### config.mk
export PLATFORM = sky130hd
export DESIGN_NAME = result_reader_flat
export DESIGN_NICKNAME = d
export VERILOG_FILES = /design/src/rtl/reader_pkg.sv /design/src/rtl/result_reader_if.sv /design/src/rtl/skid_fifo.sv /design/src/rtl/result_reader.sv /design/src/flat_wrapper.sv
export SDC_FILE = /design/constraint.sdc
export NUM_CORES = 1
export LEC_CHECK = 0
export BUFFER_PORTS_ARGS = -buffer_cell sky130_fd_sc_hd__buf_2
export CAP_MARGIN = 0
export CELL_PAD_IN_SITES_DETAIL_PLACEMENT = 2
export CELL_PAD_IN_SITES_GLOBAL_PLACEMENT = 2
export CORE_MARGIN = 4
export CORE_UTILIZATION = 32
export CTS_CLUSTER_DIAMETER = 50
export CTS_CLUSTER_SIZE = 25
export DETAILED_ROUTE_END_ITERATION = 7
export GPL_TIMING_DRIVEN = 0
export PLACE_DENSITY = 0.73
export SYNTH_ARGS = -nofsm -noshare
export SYNTH_HDL_FRONTEND = slang
export SYNTH_HIERARCHICAL = 1
export SYNTH_SLANG_ARGS = --single-unit
### constraint.sdc
create_clock -name clk -period 3.39 [get_ports clk]
set_input_delay 0.5085 -clock clk [delete_from_list [all_inputs] [get_ports clk]]
set_output_delay 0.5085 -clock clk [all_outputs]
set_load 0.01 [all_outputs]
### src/rtl/reader_pkg.sv
// Shared state encoding, buffer depth and the read-issue rule for the
// result_reader readback engine.
package reader_pkg;

  localparam int FIFO_DEPTH = 2;
  localparam int OCC_W      = $clog2(FIFO_DEPTH + 1);
  localparam int PTR_W      = $clog2(FIFO_DEPTH);

  typedef enum logic [1:0] {
    ST_IDLE  = 2'd0,
    ST_READ  = 2'd1,
    ST_DRAIN = 2'd2,
    ST_DONE  = 2'd3
  } state_t;

  // A read may issue only if its returning word is guaranteed a free slot;
  // a word leaving the buffer this cycle frees its slot in time for that.
  function automatic logic can_issue(input logic full, input logic empty,
                                     input logic in_flight, input logic pop);
    int claimed;
    claimed = (full ? FIFO_DEPTH : (empty ? 0 : 1)) + int'(in_flight) - int'(pop);
    return (claimed < FIFO_DEPTH);
  endfunction

endpackage

### src/rtl/result_reader_if.sv
// Bus bundle between the readback engine, the result memory and the consumer.
interface result_reader_if #(
  parameter int ADDR_W = 16,
  parameter int DATA_W = 16
);
  logic [ADDR_W-1:0] mem_addr;
  logic              mem_rd_en;
  logic [DATA_W-1:0] mem_data_in;
  logic [DATA_W-1:0] out_data;
  logic [ADDR_W-1:0] out_addr;
  logic              out_valid;
  logic              out_ready;

  // Memory side: one word per mem_rd_en cycle, data valid exactly one cycle
  // later. Consumer side: a word moves on any cycle with out_valid & out_ready;
  // while out_valid is high and out_ready low, out_data/out_addr hold still.
  modport master (
    output mem_addr, mem_rd_en,
    input  mem_data_in,
    output out_data, out_addr, out_valid,
    input  out_ready
  );

  modport slave (
    input  mem_addr, mem_rd_en,
    output mem_data_in,
    input  out_data, out_addr, out_valid,
    output out_ready
  );
endinterface

### src/rtl/skid_fifo.sv
// Two-entry buffer holding returned words together with their source address.
module skid_fifo
  import reader_pkg::*;
#(
  parameter int ADDR_W = 16,
  parameter int DATA_W = 16
) (
  input  logic              clk,
  input  logic              rst,
  input  logic              i_push,
  input  logic [DATA_W-1:0] i_data,
  input  logic [ADDR_W-1:0] i_addr,
  input  logic              i_pop,
  output logic [DATA_W-1:0] o_data,
  output logic [ADDR_W-1:0] o_addr,
  output logic              o_full,
  output logic              o_empty
);

  logic [DATA_W-1:0] r_data [FIFO_DEPTH];
  logic [ADDR_W-1:0] r_addr [FIFO_DEPTH];
  logic [PTR_W-1:0]  r_wr_ptr;
  logic [PTR_W-1:0]  r_rd_ptr;
  logic [OCC_W-1:0]  r_occ;
  logic              w_do_push;
  logic              w_do_pop;

  assign o_empty   = (r_occ == '0);
  assign o_full    = (r_occ == OCC_W'(FIFO_DEPTH));
  assign w_do_pop  = i_pop && !o_empty;
  assign w_do_push = i_push && (!o_full || w_do_pop);

  always_ff @(posedge clk) begin
    if (rst) begin
      r_wr_ptr <= '0;
      r_rd_ptr <= '0;
      r_occ    <= '0;
      for (int i = 0; i < FIFO_DEPTH; i++) begin
        r_data[i] <= '0;
        r_addr[i] <= '0;
      end
    end else begin
      if (w_do_push) begin
        r_data[r_wr_ptr] <= i_data;
        r_addr[r_wr_ptr] <= i_addr;
        r_wr_ptr         <= r_wr_ptr + PTR_W'(1);
      end
      if (w_do_pop) begin
        r_rd_ptr <= r_rd_ptr + PTR_W'(1);
      end
      case ({w_do_push, w_do_pop})
        2'b10:   r_occ <= r_occ + OCC_W'(1);
        2'b01:   r_occ <= r_occ - OCC_W'(1);
        default: r_occ <= r_occ;
      endcase
    end
  end

  assign o_data = r_data[r_rd_ptr];
  assign o_addr = r_addr[r_rd_ptr];

endmodule

### src/rtl/result_reader.sv
// Reads a block of result words from memory and streams them, with their
// addresses, to a valid/ready consumer through a two-entry buffer.
module result_reader
  import reader_pkg::*;
#(
  parameter int ADDR_W = 16,
  parameter int DATA_W = 16
) (
  input  logic              clk,
  input  logic              rst,
  input  logic              start,
  input  logic [ADDR_W-1:0] base_addr,
  input  logic [ADDR_W-1:0] count,
  output logic              busy,
  output logic              done,
  output state_t            o_dbg_state,
  result_reader_if.master   bus
);

  state_t            r_state;
  state_t            w_next;
  logic [ADDR_W-1:0] r_addr;
  logic [ADDR_W-1:0] r_remaining;
  logic              r_inflight;
  logic [ADDR_W-1:0] r_inflight_addr;
  logic              r_done;
  logic              w_issue;
  logic              w_pop;
  logic              w_full;
  logic              w_empty;
  logic [DATA_W-1:0] w_head_data;
  logic [ADDR_W-1:0] w_head_addr;

  assign w_pop = !w_empty && bus.out_ready;

  always_ff @(posedge clk) begin
    if (rst) r_state <= ST_IDLE;
    else     r_state <= w_next;
  end

  always_comb begin
    w_next = r_state;
    case (r_state)
      ST_IDLE:  if (start) w_next = (count == '0) ? ST_DONE : ST_READ;
      ST_READ:  if (w_issue && (r_remaining == ADDR_W'(1))) w_next = ST_DRAIN;
      ST_DRAIN: if (w_empty && !r_inflight) w_next = ST_DONE;
      ST_DONE:  w_next = ST_IDLE;
      default:  w_next = ST_IDLE;
    endcase
  end

  always_comb begin
    busy    = (r_state != ST_IDLE);
    w_issue = 1'b0;
    if (r_state == ST_READ) begin
      w_issue = can_issue(w_full, w_empty, r_inflight, w_pop);
    end
  end

  // The in-flight flag marks that mem_data_in carries a word this cycle;
  // clearing it on reset is what discards a read returning after an abort.
  always_ff @(posedge clk) begin
    if (rst) begin
      r_addr          <= '0;
      r_remaining     <= '0;
      r_inflight      <= 1'b0;
      r_inflight_addr <= '0;
      r_done          <= 1'b0;
    end else begin
      r_done     <= (r_state == ST_DONE);
      r_inflight <= w_issue;
      if (w_issue) begin
        r_inflight_addr <= r_addr;
        r_addr          <= r_addr + ADDR_W'(1);
        r_remaining     <= r_remaining - ADDR_W'(1);
      end else if ((r_state == ST_IDLE) && start) begin
        r_addr      <= base_addr;
        r_remaining <= count;
      end
    end
  end

  skid_fifo #(
    .ADDR_W (ADDR_W),
    .DATA_W (DATA_W)
  ) u_fifo (
    .clk     (clk),
    .rst     (rst),
    .i_push  (r_inflight),
    .i_data  (bus.mem_data_in),
    .i_addr  (r_inflight_addr),
    .i_pop   (w_pop),
    .o_data  (w_head_data),
    .o_addr  (w_head_addr),
    .o_full  (w_full),
    .o_empty (w_empty)
  );

  assign bus.mem_addr  = r_addr;
  assign bus.mem_rd_en = w_issue;
  assign bus.out_valid = !w_empty;
  assign bus.out_data  = w_head_data;
  assign bus.out_addr  = w_head_addr;
  assign done          = r_done;
  assign o_dbg_state   = r_state;

endmodule

### src/flat_wrapper.sv
// flat-port wrapper written by rule: the top's interface ports become plain ports
module result_reader_flat import reader_pkg::*;
#(
  parameter int ADDR_W = 16,
  parameter int DATA_W = 16
)
  (clk, rst, start, base_addr, count, busy, done, o_dbg_state, bus_mem_addr, bus_mem_rd_en, bus_mem_data_in, bus_out_data, bus_out_addr, bus_out_valid, bus_out_ready);
  result_reader_if #(.ADDR_W(ADDR_W), .DATA_W(DATA_W)) bus_i ();
  input  logic clk;
  input  logic rst;
  input  logic start;
  input  logic [ADDR_W-1:0] base_addr;
  input  logic [ADDR_W-1:0] count;
  output logic busy;
  output logic done;
  output state_t o_dbg_state;
  output wire logic [$bits(bus_i.mem_addr)-1:0] bus_mem_addr;
  output wire logic [$bits(bus_i.mem_rd_en)-1:0] bus_mem_rd_en;
  input wire logic [$bits(bus_i.mem_data_in)-1:0] bus_mem_data_in;
  output wire logic [$bits(bus_i.out_data)-1:0] bus_out_data;
  output wire logic [$bits(bus_i.out_addr)-1:0] bus_out_addr;
  output wire logic [$bits(bus_i.out_valid)-1:0] bus_out_valid;
  input wire logic [$bits(bus_i.out_ready)-1:0] bus_out_ready;
  assign bus_mem_addr = bus_i.mem_addr;
  assign bus_mem_rd_en = bus_i.mem_rd_en;
  assign bus_i.mem_data_in = bus_mem_data_in;
  assign bus_out_data = bus_i.out_data;
  assign bus_out_addr = bus_i.out_addr;
  assign bus_out_valid = bus_i.out_valid;
  assign bus_i.out_ready = bus_out_ready;
  result_reader #(.ADDR_W(ADDR_W), .DATA_W(DATA_W)) u_core (.clk(clk), .rst(rst), .start(start), .base_addr(base_addr), .count(count), .busy(busy), .done(done), .o_dbg_state(o_dbg_state), .bus(bus_i));
endmodule
# Yosys cells after proc, flatten, opt, wreduce, memory -nomap -nowiden
# Memory sizes are Yosys's and may differ from the RTL's. A register that Yosys moved wholly into a read port is not among the register bits.
# Cells that the tools add are included.
# totals
ff_bits,56
ram_bits,64
in_bits,52
output_inout_bits,54
elab_cells,77
mem_count,2
# mem_list
name,words,word_bits,rd,rd_clocked_by_memory_dff,write_ports,line,text
u_core.u_fifo.r_addr,2,16,1,1,2,skid_fifo.sv:21,logic [ADDR_W-1:0] r_addr [FIFO_DEPTH];
u_core.u_fifo.r_data,2,16,1,1,2,skid_fifo.sv:20,logic [DATA_W-1:0] r_data [FIFO_DEPTH];
# op_classes
add_sub_neg,8
magnitude_cmp,1
eq_ne,10
muxes,28
reduce_logical,19
# ops
cell,n
two-way mux 16 bit,6
adder 32 x 2 -> 32 bit,1
"< comparator 32 x 3 -> 1 bit, second input constant",1
two-way mux 32 bit,1
OR reduction 16 bit,2
subtractor 32 x 2 -> 32 bit,1
"adder 16 x 1 -> 16 bit, second input constant",1
"equality test 16 x 1 -> 1 bit, second input constant",1
zero test 16 bit,1
"subtractor 16 x 1 -> 16 bit, second input constant",1
two-way mux 1 bit,15
"equality test 2 bit, second input constant",4
two-way mux 2 bit,4
case mux 2 bit (4 select lines),1
logical AND 1 bit,6
nonzero test 2 bit,3
"equality test 2 x 1 -> 1 bit, second input constant",2
zero test 2 bit,2
"!= test 2 x 1 -> 1 bit, second input constant",2
case mux 2 bit (2 select lines),1
zero test 1 bit,3
AND reduction 3 bit,1
"adder 1 bit, second input constant",2
"adder 2 x 1 -> 2 bit, second input constant",1
3 further kinds,3

# Longest topological paths before layout
# Gate-level depths: netlist of run 1.
# logic_depth
word_depth,11
mapped_depth,13
depth_no_buf,10

# Hierarchy
# The synthesis of run 1 kept the hierarchy.
# modules_own_cells
module,n_inst,cells_per_inst,area_per_inst_um2,seq_area_each_um2
skid_fifo,1,202,3054.2,2021.9
result_reader,1,331,2702.6,1041.0

# Least setup slack after synthesis of run 1
# OpenSTA, ideal clock, no wires.
# synth_timing
path_type,reg2reg
startpoint,reg u_core.u_fifo.r_occ[0]
endpoint,"mem u_core.u_fifo.r_addr[0][0], enable pin"
setup_ns,0.428
arrival_time_ns,2.739
t_required_ns,2.962
path_slack_ns,0.223
path_stages_with_launch,6
path_buffers,0
synth_period_minus_slack_ns,3.167
path_cell_list,dfxtp_1 > nor2_1 > nor2b_1 > nor3b_4 > nand2b_1 > o21bai_1
# synth_rtl
item,line,text
start: declaration,skid_fifo.sv:24,logic [OCC_W-1:0] r_occ;
start signal: assignment,skid_fifo.sv:52,2'b10: r_occ <= r_occ + OCC_W'(1);
start signal: assignment,skid_fifo.sv:53,2'b01: r_occ <= r_occ - OCC_W'(1);
start signal: assignment,skid_fifo.sv:54,default: r_occ <= r_occ;
end: declaration,skid_fifo.sv:21,

# Worst setup path in the final report of run 1
# layout_timing
startpoint,reg u_core.u_fifo.r_occ[1]
endpoint,reg u_core.r_addr[7] (netlist: u_core/bus.mem_addr[7])
# layout_via
word_cells_on_any_way,12
classes_between,add/sub: 2; order compare: 1; eq/ne: 1; mux: 4; reduce/logical: 4
# layout_rtl
item,line,text
equality test 2 bit *,skid_fifo.sv:29,assign o_full = (r_occ == OCC_W'(FIFO_DEPTH));
net u_core.w_full,result_reader.sv:29,logic w_full;
two-way mux 32 bit *,reader_pkg.sv:21,claimed = (full ? FIFO_DEPTH : (empty ? 0 : 1)) + int'(in_flight) - int'(pop);
adder 32 x 2 -> 32 bit *,reader_pkg.sv:21,
subtractor 32 x 2 -> 32 bit *,reader_pkg.sv:21,
< comparator 32 x 3 -> 1 bit *,reader_pkg.sv:22,return (claimed < FIFO_DEPTH);
two-way mux 1 bit *,result_reader.sv:55,if (r_state == ST_READ) begin
two-way mux 16 bit / nonzero test 2 bit (equally long branches),n/a,
end signal: assignment,result_reader.sv:74,r_addr <= r_addr + ADDR_W'(1);
end signal: assignment,result_reader.sv:77,r_addr <= base_addr;
end: declaration,result_reader.sv:22,logic [ADDR_W-1:0] r_addr;
# The timed path passes the listed nets; every way through them passes the cells marked *.
# A chain may end at the register's enable or synchronous reset.

==> results of run 1 <==
[registers in the layout, summed over array words and instances, names as in the netlist, named ones only]
name / cells
u_core/r_remaining: 16
u_core/done: 1
u_core/u_fifo/r_wr_ptr: 1
u_core/u_fifo/r_occ: 2
u_core/bus.mem_addr: 16
u_core/u_fifo/r_addr: 32
u_core/u_fifo/r_data: 32
u_core/u_fifo/r_rd_ptr: 1
u_core/r_inflight_addr: 16
u_core/o_dbg_state: 2
u_core/r_inflight: 1
[worst reg2reg max path, cell delays in order (launching register included)]
cell      delay [ns]
dfxtp_1         0.30
buf_6           0.13
and2b_1         0.18
or2_2           0.28
ha_1            0.27
nor2b_1         0.14
fa_2            0.23
nand2b_1        0.13
buf_6           0.16
inv_6           0.06
nor2_1          0.53
buf_2           0.42
a211oi_1        0.09
nor4_1          0.22
[layout make-up]
class                      instances  area, um^2
multi-input combinational        367        2510
inverter                          13        53.8
fill                            1876       10200
sequential                       121        3070
clock buffer                      22         497
clock inverter                    10         139
timing repair buffer             106         548
buffer                            31         161
tap                              225         282
[power by group]
part	internal, mW	switching, mW
Clock	1.26	0.653
Combinational	0.618	0.994
Sequential	1.82	0.274
[logic make-up (layout without fill, tap and decap cells)]
kind of cell / count (synthesis) / after routing / share of synthesized area (%)
multiplexers: 35 / 35 / 6.80
flip-flops: 121 / 121 / 53.2
adder cells (fa/ha/maj): 10 / 10 / 2.30
AND/OR/NAND/NOR: 218 / 218 / 21.8
buffers and inverters: 45 / 182 / 3.43
XOR/XNOR: 2 / 2 / 0.304
AO/OA/AOI/OAI: 102 / 102 / 12.2
[metal layers]
layer / wire length [um] / track usage, %
met5: 0 / 0
met1: 7670 / 22.4
met2: 9440 / 33.0
met3: 725 / 3.29
met4: 108 / 4.60
[Yosys cell counts, drive strengths merged (10+ instances only)]
| library cell | n | share of area (%) |
|---|---|---|
| and2 | 65 | 7.2 |
| edfxtp | 64 | 33 |
| dfxtp | 57 | 20 |
| nand2 | 55 | 3.6 |
| a21oi | 33 | 2.9 |
| mux2 | 33 | 6.5 |
| nor2 | 26 | 1.7 |
| clkbuf | 19 | 1.4 |
| buf | 13 | 1.2 |
| inv | 13 | 0.85 |
| a31oi | 12 | 1.3 |
| nand3 | 10 | 0.96 |
| o211ai | 10 | 1.3 |
[repair_timing]
action / 4_1_cts / 5_1_grt
pin swaps: 0 / 0
buffers inserted: 0 / 1
resized for setup: 13 / 1
hold buffers: 0 / 0
setup endpoints to repair: 26 / 2
[per-stage QoR]
stage	area (um^2)	hold WS, ns
finish	7260	0.369
global route	7260	0.358
CTS	7260	0.349
detailed placement	6590	0.470
global placement	6560	0.457
floorplan	5760	0.440
[worst min path at each step]
stage | startpoint | to | slack, ns | cells past startpoint
floorplan | u_core/r_inflight_addr[13] | u_core/r_inflight_addr[13] | 0.44 | 2
global placement | u_core/r_inflight_addr[0] | u_core/r_inflight_addr[0] | 0.46 | 2
detailed placement | u_core/r_inflight_addr[0] | u_core/r_inflight_addr[0] | 0.47 | 2
CTS | base_addr[12] | u_core/bus.mem_addr[12] | 0.35 | 3
global route | base_addr[10] | u_core/bus.mem_addr[10] | 0.36 | 3
finish | base_addr[12] | u_core/bus.mem_addr[12] | 0.37 | 3
==> reports/results.ini, run 1 <==
[synth]
syn-num-nets=595
synth_ff_type=edfxtp_1
synth_edf_count=64
synth_seq_area_share_pct=53.2
netlist_area_mm2=0.00576
yosysWarnings=6
ys_ff_latch=121
syn_inst=533
ys_async_sr_fraction_pct=0
post_synth_num_cell_types=63
avgSynthCellArea_um2=10.8

[worst_hold_path]
hold_path_class=input port to register

[sta]
clock.fmax_mhz=309
hold_viol=0
timing.final.ws_setup_ns=0.158
setup_violations=0
fin_crit_ns=3.23
rsz0062_at_grt=false
drv_slew=0
slew_headroom_pct=43.9
finalClockSkew_ns=0.00648
min_period_over_period_pct=95.3
finalSetupTns_ns=0
worst_pin_slew_ns=0.842

[cells_and_area]
final_cell_mix=buf_2, edfxtp_1, and2_1
utilization_pct=41.5
area_delta_synth_final_pct=26.1
instances_no_fill=895
mostFrequentLayoutCell=buf_2
antenna_cells=0
final_nets=719
drive_gt1_share_pct=30.6

[global_route]
grt_pass1_vias=5242
grt_max_degree=33
grt.overflow.total=0
antenna_found_initial=0
gr-usage-all-layers_pct=18.2
grt_pass1_wl_um=28700

[placed_design]
place_congestion=0.828
dp_cells=863
place_ws_ns=-0.348
dp_hpwl_um=13100
port_buffers=104

[route]
ant_nets=0
dr.pass1.iters=4
drc=0
vias_per_cell=5.18
drt-total-wl_um=17900
drt-wirelength-per-cell_um=20.1
vias=4632
drt_iter0_drc=183

[setup_path]
r2r-end=u_core/bus.mem_addr[7]
critPathMaxStageDelay_ns=0.53
endpoint=u_core/bus.mem_addr[7]
startpoint=u_core/u_fifo/r_occ[1]
crit_cells=13
cpMaxStageDelayCell=nor2_1
r2r_setup_slack_ns=0.16
cp.arrival_ns=3.54
cp_cell_sequence=buf_6, and2b_1, or2_2, ha_1, nor2b_1, fa_2, nand2b_1, buf_6, inv_6, nor2_1, buf_2, a211oi_1, nor4_1
critPathKind=register to register
reg2regPathDepth=13
crit_fanout=10
path_delay_family=simple AND/OR/NAND/NOR gates
worstReg2RegStart=u_core/u_fifo/r_occ[1]
crit_path_end_kind=register
critical_path_buf_inv_count=4
cp.required_ns=3.70
start_kind=register
crit_top_cell=buf_6

[status]
status=complete, no violations

[flow_run]
drv_cap=0

[clock_tree]
clock_latency_ns=0.41
cts_sinks=121
clock_path_buffers=2
cts_buffers=17
cts_max_level=4
cts_tree=yes
cts.root.buffer_cell=clkbuf_16
clkTransAtPathRegs_ns=0.05

[floorplanning]
dieHeight_um=142
initial_core_util_pct=32.9
rows=48
die_w_um=142
die_area_mm2=0.0202
coreArea_mm2=0.0175
pin_count=106

[power_and_ir_drop]
total_power_mw=5.62
p_leak_nw=2.86
p_per_area_mw_per_mm2=774
ir_drop_mv=0.356

Power figures use the tool's default switching activity.
==> run 2, diff against run 1 <==
SETUP_SLACK_MARGIN = 0.5   (was unset)
==> reports/results.ini, run 2 (synthesis results as in run 1) <==
[sta]
clock.fmax_mhz=327  ; was 309 MHz
drv_slew=0  ; unchanged
min_period_over_period_pct=90.2  ; was 95.3%
worst_pin_slew_ns=0.849  ; was 0.842 ns
rsz0062_at_grt=true  ; was false
hold_viol=0  ; unchanged
setup_violations=0  ; unchanged
finalClockSkew_ns=0.00829  ; was 0.00648 ns
fin_crit_ns=3.06  ; was 3.23 ns
slew_headroom_pct=43.4  ; was 43.9%
holdWs_ns=0.361  ; was 0.369 ns

[cells_and_area]
final_nets=746  ; was 719
top_regs=u_core/u_fifo/r_addr (32), u_core/u_fifo/r_data (32)  ; unchanged
n_fill_cell=1836  ; was 1876
final_cell_mix=buf_2, edfxtp_1, and2_1  ; unchanged
area_delta_synth_final_pct=32.7  ; was 26.1%
utilization_pct=43.7  ; was 41.5%
mostFrequentLayoutCell=buf_2  ; unchanged
drive_gt1_share_pct=37.1  ; was 30.6%
antenna_cells=0  ; unchanged

[floorplanning]
die_w_um=142  ; unchanged
pin_count=106  ; unchanged
coreArea_mm2=0.0175  ; unchanged
initial_core_util_pct=32.9  ; unchanged
dieHeight_um=142  ; unchanged
die_area_mm2=0.0202  ; unchanged
rows=48  ; unchanged

[setup_path]
critPathKind=register to primary output  ; was register to register
crit_fanout=3  ; was 10
cp.required_ns=2.88  ; was 3.70 ns
r2r_setup_slack_ns=0.39  ; was 0.16 ns
crit_path_end_kind=primary output  ; was register
start_kind=register  ; unchanged
cp.arrival_ns=2.55  ; was 3.54 ns

[placed_design]
place_congestion=0.833  ; was 0.828
port_buffers=104  ; unchanged
dp_hpwl_um=13100  ; about the same

[clock_tree]
clkTransAtPathRegs_ns=0.06  ; was 0.05 ns
clock_path_buffers=2  ; unchanged
postCtsHoldBufs=0  ; unchanged
cts_max_level=4  ; unchanged
cts_buffers=17  ; unchanged
cts.root.buffer_cell=clkbuf_16  ; unchanged
cts_tree=yes  ; unchanged
cts_sinks=121  ; unchanged
clock_latency_ns=0.42  ; was 0.41 ns

[global_route]
grt_pass1_wl_um=29800  ; was 28700 um
gr-usage-all-layers_pct=19.2  ; was 18.2%
grt_pass1_vias=5241  ; was 5242
grt_max_degree=33  ; unchanged
grt.overflow.total=0  ; unchanged
antenna_found_initial=0  ; unchanged

[route]
drt-wirelength-per-cell_um=21.4  ; was 20.1 um
vias_per_cell=5.15  ; was 5.18
drc=0  ; unchanged
vias=4745  ; was 4632
drt_iter0_drc=216  ; was 183
ant_nets=0  ; unchanged
drt-total-wl_um=19700  ; was 17900 um
dr.pass1.iters=5  ; was 4

[flow_run]
drv_cap=0  ; unchanged

[status]
status=complete, no violations  ; unchanged

[power_and_ir_drop]
p_leak_nw=3.04  ; was 2.86 nW
p_per_area_mw_per_mm2=761  ; was 774 mW/mm^2
ir_drop_mv=0.359  ; was 0.356 mV

[worst_hold_path]
hold_path_class=input port to register  ; unchanged

run 2: cell count changes in the layout (fill, tap and decap cells not counted), sizes merged:
cell      before  now
clkinv         3    9
clkinvlp       4    2
buf          118  145
clkbuf        41   36
run 2: area by class of cell:
type                    instances  area, um^2  share of cell area [%]
multi-input cells             367        2660                    34.9
flip-flops and latches        121        3070                    40.2
inverters                      13        56.3                   0.737
clock inverters                14         158                    2.06
plain buffers                  32         200                    2.62
clock buffers                  17         425                    5.57
well taps                     225         282                    3.69
repair buffers                132         786                    10.3
run 2: what timing repair did:
| item | in CTS | in global routing |
|---|---|---|
| setup buffers | 15 | 11 |
| endpoints found under the hold margin | 0 | 0 |
| setup endpoints to repair | 51 | 42 |
| cloned | 0 | 1 |
| pin swaps | 5 | 14 |
| resized for setup | 31 | 40 |
run 2: layer usage:
layer,vias to the layer above,wire length [um],track usage (%)
li1,2252,-,-
met4,0,421,4.70
met1,2348,8410,23.6
met2,116,10200,34.3
met5,-,0,0
met3,29,744,4.27
run 2: worst max-delay path, stage by stage (launching register included):
cell and delay [ns]:
dfxtp_2 0.31, buf_6 0.11, and2b_2 0.20, or2_4 0.26, ha_4 0.26, nor2b_2 0.04, fa_2 0.35, nand2b_4 0.15
buf_6 0.13, inv_8 0.05, buf_8 0.09, buf_6 0.09, buf_6 0.09
run 2: metrics by stage:
step                std cells  worst slack (ns)  TNS (ns)  cell area [um^2]  power, mW
finish                    921             0.332         0              7640       5.82
global route              921             0.242         0              7640       6.15
CTS                       909             0.308         0              7390       5.71
detailed placement        863            -0.110    -0.487              6590       3.71
global placement          862           -0.0896    -0.379              6570       3.60
floorplan                 533             0.550         0              5760       3.06
run 2: worst paths after layout:
path / end / cells after the start / startpoint
worst max-delay path: bus_mem_rd_en / 12 / u_core/u_fifo/r_occ[1]
worst min-delay path: u_core/r_remaining[0] / 3 / count[0]
worst max register to register: u_core/bus.mem_addr[12] / 13 / u_core/u_fifo/r_occ[1]
worst min register to register: u_core/r_inflight_addr[0] / 2 / u_core/r_inflight_addr[0]
run 2: power breakdown:
part           switching [mW]  leakage, nW  internal [mW]
Combinational            1.12         1.63          0.794
Clock                   0.661        0.281           1.14
Sequential              0.281         1.13           1.82
==> run 3, diff against run 2 <==
--- a/config.mk
+++ b/config.mk
@@ -11,10 +11,10 @@
 export CELL_PAD_IN_SITES_GLOBAL_PLACEMENT = 2
 export CORE_MARGIN = 4
-export CORE_UTILIZATION = 32
+export CORE_UTILIZATION = 38
 export CTS_CLUSTER_DIAMETER = 50
 export CTS_CLUSTER_SIZE = 25
 export DETAILED_ROUTE_END_ITERATION = 7
 export GPL_TIMING_DRIVEN = 0
-export PLACE_DENSITY = 0.73
+export PLACE_DENSITY = 0.82
 export SETUP_SLACK_MARGIN = 0.5
 export SYNTH_ARGS = -nofsm -noshare
==> constraint.sdc (replaced) <==
create_clock -name clk -period 4 [get_ports clk]
set_input_delay 0.6 -clock clk [delete_from_list [all_inputs] [get_ports clk]]
set_output_delay 0.6 -clock clk [all_outputs]
set_load 0.02 [all_outputs]
==> reports/results.ini, run 3 (synthesis results as in run 1) <==
[setup_path]
cp_cell_sequence=buf_6, and2b_2, or2_2, ha_1, nor2b_1, fa_2, nand2b_1, buf_6, inv_8, buf_8, buf_8, buf_6  ; was buf_6, and2b_2, or2_4, ha_4, nor2b_2, fa_2, nand2b_4, buf_6, inv_8, buf_8, buf_6, buf_6
cpMaxStageDelayCell=fa_2  ; unchanged
crit_fanout=10  ; was 3
critPathMaxStageDelay_ns=0.36  ; was 0.35 ns
critical_path_buf_inv_count=6  ; unchanged
critPathKind=register to primary output  ; unchanged
path_delay_family=simple AND/OR/NAND/NOR gates  ; unchanged
r2r-end=u_core/bus.mem_addr[7]  ; was u_core/bus.mem_addr[12]
cp.required_ns=3.40  ; was 2.88 ns
worstReg2RegStart=u_core/u_fifo/r_occ[1]  ; unchanged
start_kind=register  ; unchanged
crit_path_end_kind=primary output  ; unchanged
reg2regPathDepth=13  ; unchanged
crit_top_cell=buf_6  ; unchanged
r2r_setup_slack_ns=0.85  ; was 0.39 ns
cp.arrival_ns=2.81  ; was 2.55 ns

[route]
ant_nets=0  ; unchanged
dr.pass1.iters=4  ; was 5
vias_per_cell=5.53  ; was 5.15
drt_iter0_drc=226  ; was 216
vias=4738  ; was 4745
drt-wirelength-per-cell_um=22.9  ; was 21.4 um
drc=0  ; unchanged
drt-total-wl_um=19600  ; was 19700 um

[placed_design]
port_buffers=104  ; unchanged
dp_hpwl_um=13300  ; was 13100 um
post_dp_cell_area_mm2=0.00654  ; was 0.00659 mm^2
place_congestion=0.822  ; was 0.833

[cells_and_area]
mostFrequentLayoutCell=buf_2  ; unchanged
drive_gt1_share_pct=30.8  ; was 37.1%
antenna_cells=0  ; unchanged
final_area_mm2=0.00722  ; was 0.00764 mm^2
final_nets=722  ; was 746
area_delta_synth_final_pct=25.4  ; was 32.7%
n_fill_cell=1510  ; was 1836
top_regs=u_core/u_fifo/r_addr (32), u_core/u_fifo/r_data (32)  ; unchanged
final_cell_mix=buf_2, edfxtp_1, and2_1  ; unchanged

[clock_tree]
cts_buffers=17  ; unchanged
cts_tree=yes  ; unchanged
clkTransAtPathRegs_ns=0.06  ; about the same
clock_latency_ns=0.42  ; about the same
clock_path_buffers=2  ; unchanged
cts.root.buffer_cell=clkbuf_16  ; unchanged
cts_max_level=4  ; unchanged
cts_sinks=121  ; unchanged
postCtsHoldBufs=0  ; unchanged

[worst_hold_path]
holdCritStartpoint=base_addr[11]  ; was count[0]
hold_depth=3  ; unchanged
holdPathEnd=u_core/bus.mem_addr[11]  ; was u_core/r_remaining[0]
hold_path_class=input port to register  ; unchanged

[power_and_ir_drop]
p_per_area_mw_per_mm2=674  ; was 761 mW/mm^2
p_leak_nw=2.87  ; was 3.04 nW
ir_drop_mv=0.335  ; was 0.359 mV

[sta]
clock.fmax_mhz=293
worst_pin_slew_ns=0.874  ; was 0.849 ns
fin_crit_ns=3.41
min_period_over_period_pct=85.2
hold_viol=0  ; unchanged
finalClockSkew_ns=0.00856  ; was 0.00829 ns
setup_violations=0  ; unchanged
finalSetupTns_ns=0  ; unchanged
rsz0062_at_grt=false  ; was true
drv_slew=0  ; unchanged
slew_headroom_pct=41.7  ; was 43.4%
holdWs_ns=0.433  ; was 0.361 ns

[floorplanning]
pin_count=106  ; unchanged
rows=44  ; was 48
initial_core_util_pct=39.2  ; was 32.9%
die_w_um=131  ; was 142 um
die_area_mm2=0.0172  ; was 0.0202 mm^2
coreArea_mm2=0.0147  ; was 0.0175 mm^2
dieHeight_um=131  ; was 142 um

[global_route]
grt.overflow.total=0  ; unchanged
gr-usage-all-layers_pct=23.5  ; was 19.2%
grt_max_degree=33  ; unchanged
antenna_found_initial=0  ; unchanged
grt_pass1_vias=5333  ; was 5241
grt_pass1_wl_um=30400  ; was 29800 um

[status]
status=complete, no violations  ; unchanged

[flow_run]
drv_cap=0  ; unchanged

run 3: timing repair:
| action | in CTS | in global routing |
|---|---|---|
| pin swaps | 0 | 1 |
| endpoints found under the setup margin | 23 | 5 |
| gates resized for setup | 14 | 8 |
| buffers inserted | 1 | 2 |
run 3: worst max path at each step:
stage                                 from  cells after the start                           to
finish              u_core/u_fifo/r_occ[1]                     12                bus_mem_rd_en
global route        u_core/u_fifo/r_occ[1]                     12                bus_mem_rd_en
CTS                 u_core/u_fifo/r_occ[1]                     12                bus_mem_rd_en
detailed placement           bus_out_ready                     11                bus_mem_rd_en
global placement             bus_out_ready                      5  u_core/u_fifo/r_addr[0][10]
floorplan                    bus_out_ready                      4   u_core/u_fifo/r_addr[0][0]
run 3: cell type report:
type                    instances  area [um^2]  area share [%]
plain buffers                  32          176            2.44
clock buffers                  27          514            7.12
clock inverters                 5         83.8            1.16
inverters                      13         56.3           0.780
multi-input cells             367         2520            35.0
flip-flops and latches        121         3070            42.5
well taps                     184          230            3.19
repair buffers                108          569            7.88
run 3: per-layer routing:
layer	vias to the layer above	global-route usage, %	share of wire (%)
met2	117	43.1	53
met5	-	0	0
met1	2403	27.6	41
li1	2193	-	-
met4	0	7.68	1.5
met3	25	4.05	3.6
run 3: through the flow:
| step | setup slack (ns) | power (mW) | utilization (%) | std cells |
|---|---|---|---|---|
| floorplan | 0.773 | 2.68 | - | 533 |
| global placement | -0.277 | 3.12 | 44.3 | 821 |
| detailed placement | 0.152 | 3.23 | 44.5 | 822 |
| CTS | 0.522 | 4.86 | 48.9 | 855 |
| global route | 0.489 | 5.12 | 49.1 | 857 |
| finish | 0.591 | 4.86 | 49.1 | 857 |
run 3: where the power goes:
part / switching, mW / internal, mW
logic: 0.975 / 0.550
registers: 0.237 / 1.54
clock network: 0.556 / 1.01
total: 1.77 / 3.10
run 3: worst min-delay path, stage by stage:
cell and delay, ns:
buf_2 0.09, nand2_1 0.04, a31oi_1 0.06
